$ cat config.mk
export PLATFORM = sky130hd
export DESIGN_NAME = reset_sequencer
export DESIGN_NICKNAME = d
export VERILOG_FILES = /design/src/rtl/reset_sequencer.sv
export SDC_FILE = /design/constraint.sdc
export NUM_CORES = 1
export LEC_CHECK = 0
export CAP_MARGIN = 20
export CORE_MARGIN = 3
export CORE_UTILIZATION = 50
export CTS_CLUSTER_DIAMETER = 80
export CTS_CLUSTER_SIZE = 10
export DETAILED_ROUTE_END_ITERATION = 12
export GPL_TIMING_DRIVEN = 0
export PLACE_DENSITY = 0.76
export SETUP_SLACK_MARGIN = 0.3
export SLEW_MARGIN = 20
export SYNTH_ARGS = -nofsm -noshare
export SYNTH_HDL_FRONTEND = slang
export SYNTH_SLANG_ARGS = --single-unit
$ cat constraint.sdc
create_clock -name clock -period 2.2 [get_ports clock]
set_input_delay 0.22 -clock clock [delete_from_list [all_inputs] [get_ports clock]]
set_output_delay 0.22 -clock clock [all_outputs]
set_load 0.03 [all_outputs]
$ cat src/rtl/reset_sequencer.sv
// Power-on reset sequencer: synchronizes and debounces PLL lock, then releases the
// core reset and, STAGE_GAP cycles later, the peripheral reset.
module reset_sequencer #(
    parameter int unsigned SYNC_STAGES    = 2,
    parameter int unsigned DEBOUNCE       = 8,
    parameter int unsigned STRETCH_CYCLES = 1024,
    parameter int unsigned STAGE_GAP      = 16
) (
    input  logic       clock,
    input  logic       reset,
    input  logic       pll_locked,
    input  logic       soft_reset_req,
    output logic       core_reset,
    output logic       periph_reset,
    output logic       ready,
    output logic [1:0] state,
    output logic [7:0] lock_loss_count
);

    localparam int unsigned MaxA     = (STRETCH_CYCLES > STAGE_GAP) ? STRETCH_CYCLES : STAGE_GAP;
    localparam int unsigned MaxCount = (MaxA > DEBOUNCE) ? MaxA : DEBOUNCE;
    localparam int unsigned CntW     = $clog2(MaxCount + 1);

    typedef enum logic [1:0] {
        StWaitLock = 2'd0,
        StStretch  = 2'd1,
        StStage    = 2'd2,
        StRun      = 2'd3
    } state_e;

    state_e                 state_q, state_d;
    logic [SYNC_STAGES-1:0] sync_q, sync_d;
    logic [CntW-1:0]        deb_q, deb_d;
    logic [CntW-1:0]        cnt_q, cnt_d;
    logic [7:0]             loss_q, loss_d;
    logic                   locked_s;

    assign sync_d   = {sync_q[SYNC_STAGES-2:0], pll_locked};
    assign locked_s = sync_q[SYNC_STAGES-1];

    always_ff @(posedge clock) begin
        if (reset) begin
            state_q <= StWaitLock;
            sync_q  <= '0;
            deb_q   <= '0;
            cnt_q   <= '0;
            loss_q  <= '0;
        end else begin
            state_q <= state_d;
            sync_q  <= sync_d;
            deb_q   <= deb_d;
            cnt_q   <= cnt_d;
            loss_q  <= loss_d;
        end
    end

    always_comb begin
        state_d = state_q;
        deb_d   = '0;
        cnt_d   = '0;
        loss_d  = loss_q;
        unique case (state_q)
            StWaitLock: begin
                if (locked_s) begin
                    if (deb_q == CntW'(DEBOUNCE - 1)) begin
                        state_d = StStretch;
                    end else begin
                        deb_d = deb_q + CntW'(1);
                    end
                end
            end
            StStretch: begin
                if (cnt_q == CntW'(STRETCH_CYCLES - 1)) begin
                    state_d = StStage;
                end else begin
                    cnt_d = cnt_q + CntW'(1);
                end
            end
            StStage: begin
                if (cnt_q == CntW'(STAGE_GAP - 1)) begin
                    state_d = StRun;
                end else begin
                    cnt_d = cnt_q + CntW'(1);
                end
            end
            StRun: state_d = StRun;
        endcase

        // Lock loss outranks a software request arriving in the same cycle.
        if (state_q != StWaitLock) begin
            if (!locked_s) begin
                state_d = StWaitLock;
                cnt_d   = '0;
                if (loss_q != 8'hFF) begin
                    loss_d = loss_q + 8'd1;
                end
            end else if (soft_reset_req) begin
                state_d = StStretch;
                cnt_d   = '0;
            end
        end
    end

    always_comb begin
        core_reset   = 1'b1;
        periph_reset = 1'b1;
        ready        = 1'b0;
        unique case (state_q)
            StWaitLock, StStretch: begin
                core_reset   = 1'b1;
                periph_reset = 1'b1;
            end
            StStage: begin
                core_reset   = 1'b0;
                periph_reset = 1'b1;
            end
            StRun: begin
                core_reset   = 1'b0;
                periph_reset = 1'b0;
                ready        = 1'b1;
            end
        endcase
    end

    assign state           = state_q;
    assign lock_loss_count = loss_q;

endmodule

==> impl_metrics.ini, run 1 <==
[worst_setup_path]
path_cells = inv_1 -> ha_1 -> clkbuf_2 -> nor2_1 -> nand4_1 -> or4_1 -> a21oi_1
path_class = flop to flop
worst-path-max-fanout = 9
cp.required_ps = 2480
crit_slowest_cell = or4_1
cpPeakStageDelay_ps = 470
start_kind = flop
rr_startpoint = state[0]$_SDFF_PP0_
endpoint_kind = flop
r2r_slack_ps = 310
r2r_cells = 7
reg2reg_to = lock_loss_count[5]$_SDFFE_PP0P_
arrival_ps = 2170

[synth]
synth_cells = 181
yosys_warnings = 0
synth_edf_count = 0
yosysUniqueCellTypes = 36
synth_seq_cells = 34
async_flop_share = 0
avgSynthCellArea_um2 = 8.92
yosysSeqAreaShare = 0.422
yosys_most_used_dff = dfxtp_1
syn_area_um2 = 1610
syn-num-nets = 192

[clock_tree]
cts_max_level = 2
cts_made_buffers = 5
clockRootBuffer = clkbuf_4
cts_tree = yes
cts.path.max_buffers = 2
cts_sinks = 34
clkTransAtPathRegs_ps = 110
insertion_delay_ps = 340

[floorplanning]
rows = 19
start_util = 0.552
die_w_um = 62.8
io_pins = 17
coreArea_um2 = 2920
die_y_um = 62.8
dieArea_um2 = 3950

[power]
peakVddDrop_mv = 0.422
total_power_mw = 1.22
powerDensity_nw_per_um2 = 629
p_leak_nw = 0.687

[cells_and_area]
seq_area_um2 = 683
area_growth_pct = 20.0
fin_nets = 216
layout-drive-gt1-share = 0.0874
multi_input_area_um2 = 896
utilization = 0.662
fillers = 261
diodes = 0

[timing]
finalHoldViolCount = 0
fin_crit_ps = 1890
skew_ps = 5.61
max_freq_mhz = 529
fin_ws_ps = 309
finalSetupTns_ps = 0
post-route-period-util = 0.859
setup_viol = 0
tightestPinTransition_ps = 430
rsz0062_at_grt = yes
relSlewSlack = 0.713
final_max_slew_viol_count = 0

[global_route]
track_usage = 0.181
met2_usage = 0.276
overflow = 0
antenna_found_initial = 0
grt_pass1_wl_um = 5640
met1_usage = 0.224
grt-busiest-layer = met2
grt_max_degree = 13
globalRouteMet3Util = 0.0701
grt_pass1_vias = 1277

[detailed_routing]
post_drt_via_cell_ratio = 5.52
post-route-drc-count = 0
avgRoutedWirePerCell_um = 13.0
vias = 1369
ant_nets = 0
initialDrtViolationCount = 85
firstDrtPassIters = 4
wirelength_um = 3230

[placed_design]
detailedPlace.worstSlack_ps = 318
dp_hpwl_um = 2360
io_buffer_count = 16
gp_congestion = 0.785

[min_path]
hold_path.class = primary input to flop
min_from = pll_locked
whs_endpoint = sync_q[0]$_SDFF_PP0_
whs_path_depth = 2

[flow_run]
maxCapViolCount = 0

[outcome]
outcome = finished clean
## how the worst max path moves through the flow
stage                                    from                               to  slack (ps)  cells after the start
after floorplan           state[0]$_SDFF_PP0_  lock_loss_count[5]$_SDFFE_PP0P_         400                      7
after global placement    state[0]$_SDFF_PP0_  lock_loss_count[5]$_SDFFE_PP0P_         390                      7
after detailed placement  state[0]$_SDFF_PP0_  lock_loss_count[5]$_SDFFE_PP0P_         320                      7
after CTS                 state[0]$_SDFF_PP0_                       core_reset         260                      4
after global routing      state[0]$_SDFF_PP0_  lock_loss_count[5]$_SDFFE_PP0P_         160                      7
final                     state[0]$_SDFF_PP0_  lock_loss_count[5]$_SDFFE_PP0P_         310                      7
## Yosys cell counts (2+ instances only)
| cell type | instances | area [um2] |
|---|---|---|
| xnor2_1 | 5 | 43.8 |
| a21o_1 | 2 | 15.0 |
| and3_1 | 2 | 12.5 |
| nand3_1 | 11 | 55.1 |
| and4_1 | 5 | 43.8 |
| a21oi_1 | 5 | 25.0 |
| or4_1 | 2 | 15.0 |
| nand4_1 | 7 | 43.8 |
| o41ai_1 | 2 | 17.5 |
| nor2b_1 | 7 | 43.8 |
| inv_1 | 8 | 30.0 |
| nor4_1 | 2 | 12.5 |
| o211ai_1 | 3 | 22.5 |
| o21ai_0 | 7 | 35.0 |
| xor2_1 | 13 | 114 |
| o31ai_1 | 2 | 15.0 |
| dfxtp_1 | 34 | 681 |
| or3_1 | 2 | 12.5 |
| nor2_1 | 28 | 105 |
| ha_1 | 7 | 87.6 |
| nand2_1 | 9 | 33.8 |
| nor3_1 | 2 | 10.0 |
| o2111ai_1 | 2 | 17.5 |
| clkbuf_1 | 2 | 7.51 |
## per-layer routing
| metal | up-vias | share of wire |
|---|---|---|
| li1 | 702 | - |
| met1 | 639 | 0.47 |
| met2 | 19 | 0.47 |
| met3 | 9 | 0.039 |
| met4 | 0 | 0.021 |
| met5 | - | 0 |
## worst max-delay path, delay by kind of cell (launching register included)
family | cells | cell delay (ps)
compound gates | 1 | 140
fa+ha+maj | 1 | 190
buf+inv | 2 | 250
flops | 1 | 410
simple gates | 3 | 840
## area by class of cell
class	instances	share of cell area
repair buffers	17	0.0827
multi-input cells	137	0.463
flip-flops and latches	34	0.353
clock buffers	5	0.0194
plain buffers	2	0.00452
well taps	42	0.0271
clock inverters	3	0.0355
inverters	8	0.0155
## cells by family after synthesis
group,after synthesis,share of synthesized area
AND/OR/NAND/NOR,83,0.279
flip-flops,34,0.422
AO/OA/AOI/OAI,28,0.118
XOR/XNOR,18,0.0977
buffers and inverters,10,0.0233
adder cells (fa/ha/maj),7,0.0543
multiplexers,1,0.00620
## per-stage QoR
| step | instances | cell area, um2 | hold WS (ps) |
|---|---|---|---|
| finish | 248 | 1940 | 438 |
| CTS | 247 | 1930 | 423 |
| floorplan | 181 | 1620 | 321 |
| global route | 248 | 1940 | 440 |
| global placement | 239 | 1830 | 423 |
| detailed placement | 239 | 1830 | 428 |
## cell usage in the layout (no fill, tap or decap), types with 8 or more instances in the layout
cell type,instances
clkdlybuf4s50_1,13
dfxtp_1,32
inv_1,8
nand2_1,9
nand3_1,11
nor2_1,28
xor2_1,13
## where the power goes
group	leakage [nW]	switching (mW)	internal (mW)
logic	0.357	0.00874	0.00728
clock network	0.0554	0.227	0.355
registers	0.275	0.00187	0.617
total	0.687	0.237	0.980
## what timing repair did
| item | CTS | global route |
|---|---|---|
| setup endpoints to repair | 4 | 6 |
| hold buffers | 0 | 0 |
| setup buffers | 0 | 1 |
| pin swaps | 1 | 0 |
| gates cloned | 0 | 0 |
| gates resized for setup | 3 | 4 |
## registers in the layout (all words and copies together) (netlist names)
register	cells
deb_q	11
sync_q	2
lock_loss_count	8
state	2
cnt_q	11
Note: power is estimated with default switching activity, not from simulation.
==> run 2: changes to the inputs <==
--- a/config.mk
+++ b/config.mk
@@ -5,9 +5,9 @@
 export SDC_FILE = /design/constraint.sdc
 export NUM_CORES = 1
 export LEC_CHECK = 0
-export CAP_MARGIN = 20
 export CORE_MARGIN = 3
 export CORE_UTILIZATION = 50
+export CTS_BUF_LIST = sky130_fd_sc_hd__clkbuf_2 sky130_fd_sc_hd__clkbuf_4 sky130_fd_sc_hd__clkbuf_8
 export CTS_CLUSTER_DIAMETER = 80
 export CTS_CLUSTER_SIZE = 10
 export DETAILED_ROUTE_END_ITERATION = 12
==> results of run 2 <==
The final DEF is identical to that of run 1; final timing and power are the same.
==> run 3: changes to the inputs <==
--- a/config.mk
+++ b/config.mk
@@ -5,6 +5,7 @@
 export SDC_FILE = /design/constraint.sdc
 export NUM_CORES = 1
 export LEC_CHECK = 0
+export CAP_MARGIN = 40
 export CORE_MARGIN = 3
 export CORE_UTILIZATION = 50
 export CTS_BUF_LIST = sky130_fd_sc_hd__clkbuf_2 sky130_fd_sc_hd__clkbuf_4 sky130_fd_sc_hd__clkbuf_8
@@ -12,7 +13,7 @@
 export CTS_CLUSTER_SIZE = 10
 export DETAILED_ROUTE_END_ITERATION = 12
 export GPL_TIMING_DRIVEN = 0
-export PLACE_DENSITY = 0.76
+export PLACE_DENSITY = 0.79
 export SETUP_SLACK_MARGIN = 0.3
 export SLEW_MARGIN = 20
 export SYNTH_ARGS = -nofsm -noshare
==> constraint.sdc (replaced) <==
create_clock -name clock -period 1.5 [get_ports clock]
set_input_delay 0.15 -clock clock [delete_from_list [all_inputs] [get_ports clock]]
set_output_delay 0.15 -clock clock [all_outputs]
set_load 0.03 [all_outputs]
==> run 3 against run 2 <==
  * The flow now finishes with violations (setup timing)
  * Die area unchanged
  * Worst setup slack got worse by 520 ps
  * Clock power increased by 5.2%
  * Global-route usage increased by 3.0 points
  * Critical path depth increased by 1
  * First-iteration DRC count increased by 45%
  * Via count increased by 11%
  * Sequential share of layout area decreased by 5.2 points
  * Cell area increased by 21%
==> impl_metrics.ini, run 3 (same netlist as run 1, synthesis figures left out) <==
[floorplanning]
start_util = 0.552
die_y_um = 62.8
coreArea_um2 = 2920
rows = 19
dieArea_um2 = 3950
die_w_um = 62.8
io_pins = 17

[clock_tree]
clockRootBuffer = clkbuf_4
insertion_delay_ps = 320
cts_sinks = 34
clkTransAtPathRegs_ps = 100
cts_tree = yes
cts.path.max_buffers = 2
cts_made_buffers = 5
cts_max_level = 2

[timing]
max_freq_mhz = 583
finalHoldViolCount = 0
relSlewSlack = 0.703
fin_crit_ps = 1720
holdWs_ps = 383
final_max_slew_viol_count = 0
skew_ps = 3.78
setup_viol = 19
post-route-period-util = 1.14
tightestPinTransition_ps = 446
finalSetupTns_ps = -1240
fin_ws_ps = -216
rsz0062_at_grt = yes

[global_route]
overflow = 0
antenna_found_initial = 0
grt_pass1_vias = 1437
grt_pass1_wl_um = 6770
grt_max_degree = 11
track_usage = 0.211

[detailed_routing]
ant_nets = 0
vias = 1514
wirelength_um = 4130
initialDrtViolationCount = 123
avgRoutedWirePerCell_um = 15.2
firstDrtPassIters = 4
post-route-drc-count = 0
post_drt_via_cell_ratio = 5.57

[min_path]
hold_path.class = primary input to flop

[placed_design]
gp_congestion = 0.849
place_area_um2 = 1910
dp_hpwl_um = 2480
detailedPlace.worstSlack_ps = -207
io_buffer_count = 16
dp_cells = 239

[power]
p_clk_frac = 0.395
cellInternalPower_mw = 1.24
peakVddDrop_mv = 0.838
switching_share = 0.202
power.switching_mw = 0.313
total_power_mw = 1.55
powerDensity_nw_per_um2 = 661
power_frac_seq = 0.585
p_leak_nw = 0.840
power_frac_comb = 0.020

[worst_setup_path]
path_class = flop to flop
arrival_ps = 1970
r2r_slack_ps = -220
start_kind = flop
cp.required_ps = 1760
worst-path-max-fanout = 3
endpoint_kind = flop

[outcome]
outcome = finished with violations
violations = setup timing

[flow_run]
maxCapViolCount = 0

[cells_and_area]
diodes = 0
fin_area_um2 = 2340
utilization = 0.801
stdcell_count = 272
layout.cells.most_common = dfxtp_1
fin_nets = 240
final_cell_mix = 19 x dfxtp_1, 18 x buf_4, 16 x nor2_1
layout-drive-gt1-share = 0.443
area_growth_pct = 45.2
-- run 3: cell types whose count changed in the layout (fill, tap and decap cells not counted), moves of 4 or more --
| cell | before | now |
|---|---|---|
| ha_1 | 7 | 0 |
| buf_6 | 0 | 9 |
| buf_2 | 0 | 7 |
| buf_4 | 1 | 18 |
| ha_2 | 0 | 4 |
| o21ai_0 | 7 | 3 |
| nor2_2 | 0 | 10 |
| dfxtp_2 | 2 | 13 |
| dfxtp_1 | 32 | 19 |
| nor2_1 | 28 | 16 |
| clkdlybuf4s50_1 | 13 | 3 |
-- run 3: per-layer routing --
| metal | track usage | part of all wire | up-vias |
|---|---|---|---|
| met4 | 0.0606 | 0.012 | 0 |
| met5 | 0 | 0 | - |
| met1 | 0.256 | 0.44 | 731 |
| li1 | - | - | 749 |
| met2 | 0.366 | 0.51 | 28 |
| met3 | 0.0540 | 0.035 | 6 |
-- run 3: worst paths after layout --
kind                        from                               to  cells past startpoint
max          state[0]$_SDFF_PP0_  lock_loss_count[3]$_SDFFE_PP0P_                      8
min                   pll_locked             sync_q[0]$_SDFF_PP0_                      2
max reg2reg  state[0]$_SDFF_PP0_  lock_loss_count[3]$_SDFFE_PP0P_                      8
min reg2reg  deb_q[0]$_SDFF_PP0_              deb_q[0]$_SDFF_PP0_                      1
-- run 3: what timing repair did --
action | in CTS | in global routing
resized for setup | 94 | 27
cloned | 1 | 0
setup buffers | 20 | 4
setup endpoints to repair | 44 | 42
hold buffers | 0 | 0
pin swaps | 24 | 5
endpoints found under the hold margin | 0 | 0
-- run 3: power groups by stage --
stage | sequential, mW | clock (mW) | combinational [mW]
2_1_floorplan | 0.925 | 0 | 0.00987
3_3_place_gp | 0.926 | 0 | 0.0227
3_5_place_dp | 0.926 | 0 | 0.0231
4_1_cts | 0.906 | 0.614 | 0.0303
5_1_grt | 0.907 | 0.660 | 0.0340
6_report | 0.906 | 0.612 | 0.0311
-- run 3: layout make-up --
class                   count  area (um2)
clock buffers               8        78.8
inverters                   8        35.0
flip-flops and latches     34         704
repair buffers             40         340
multi-input cells         138        1110
fillers                   175         581
well taps                  42        52.6
plain buffers               2        18.8
-- run 3: critical path, stage by stage, from the launching register on --
cell and delay [ps]:
dfxtp_4 380, inv_4 40, ha_4 150, buf_8 120, nor2_4 110, nand4_1 190, buf_4 210, or3_1 330
a21oi_1 120
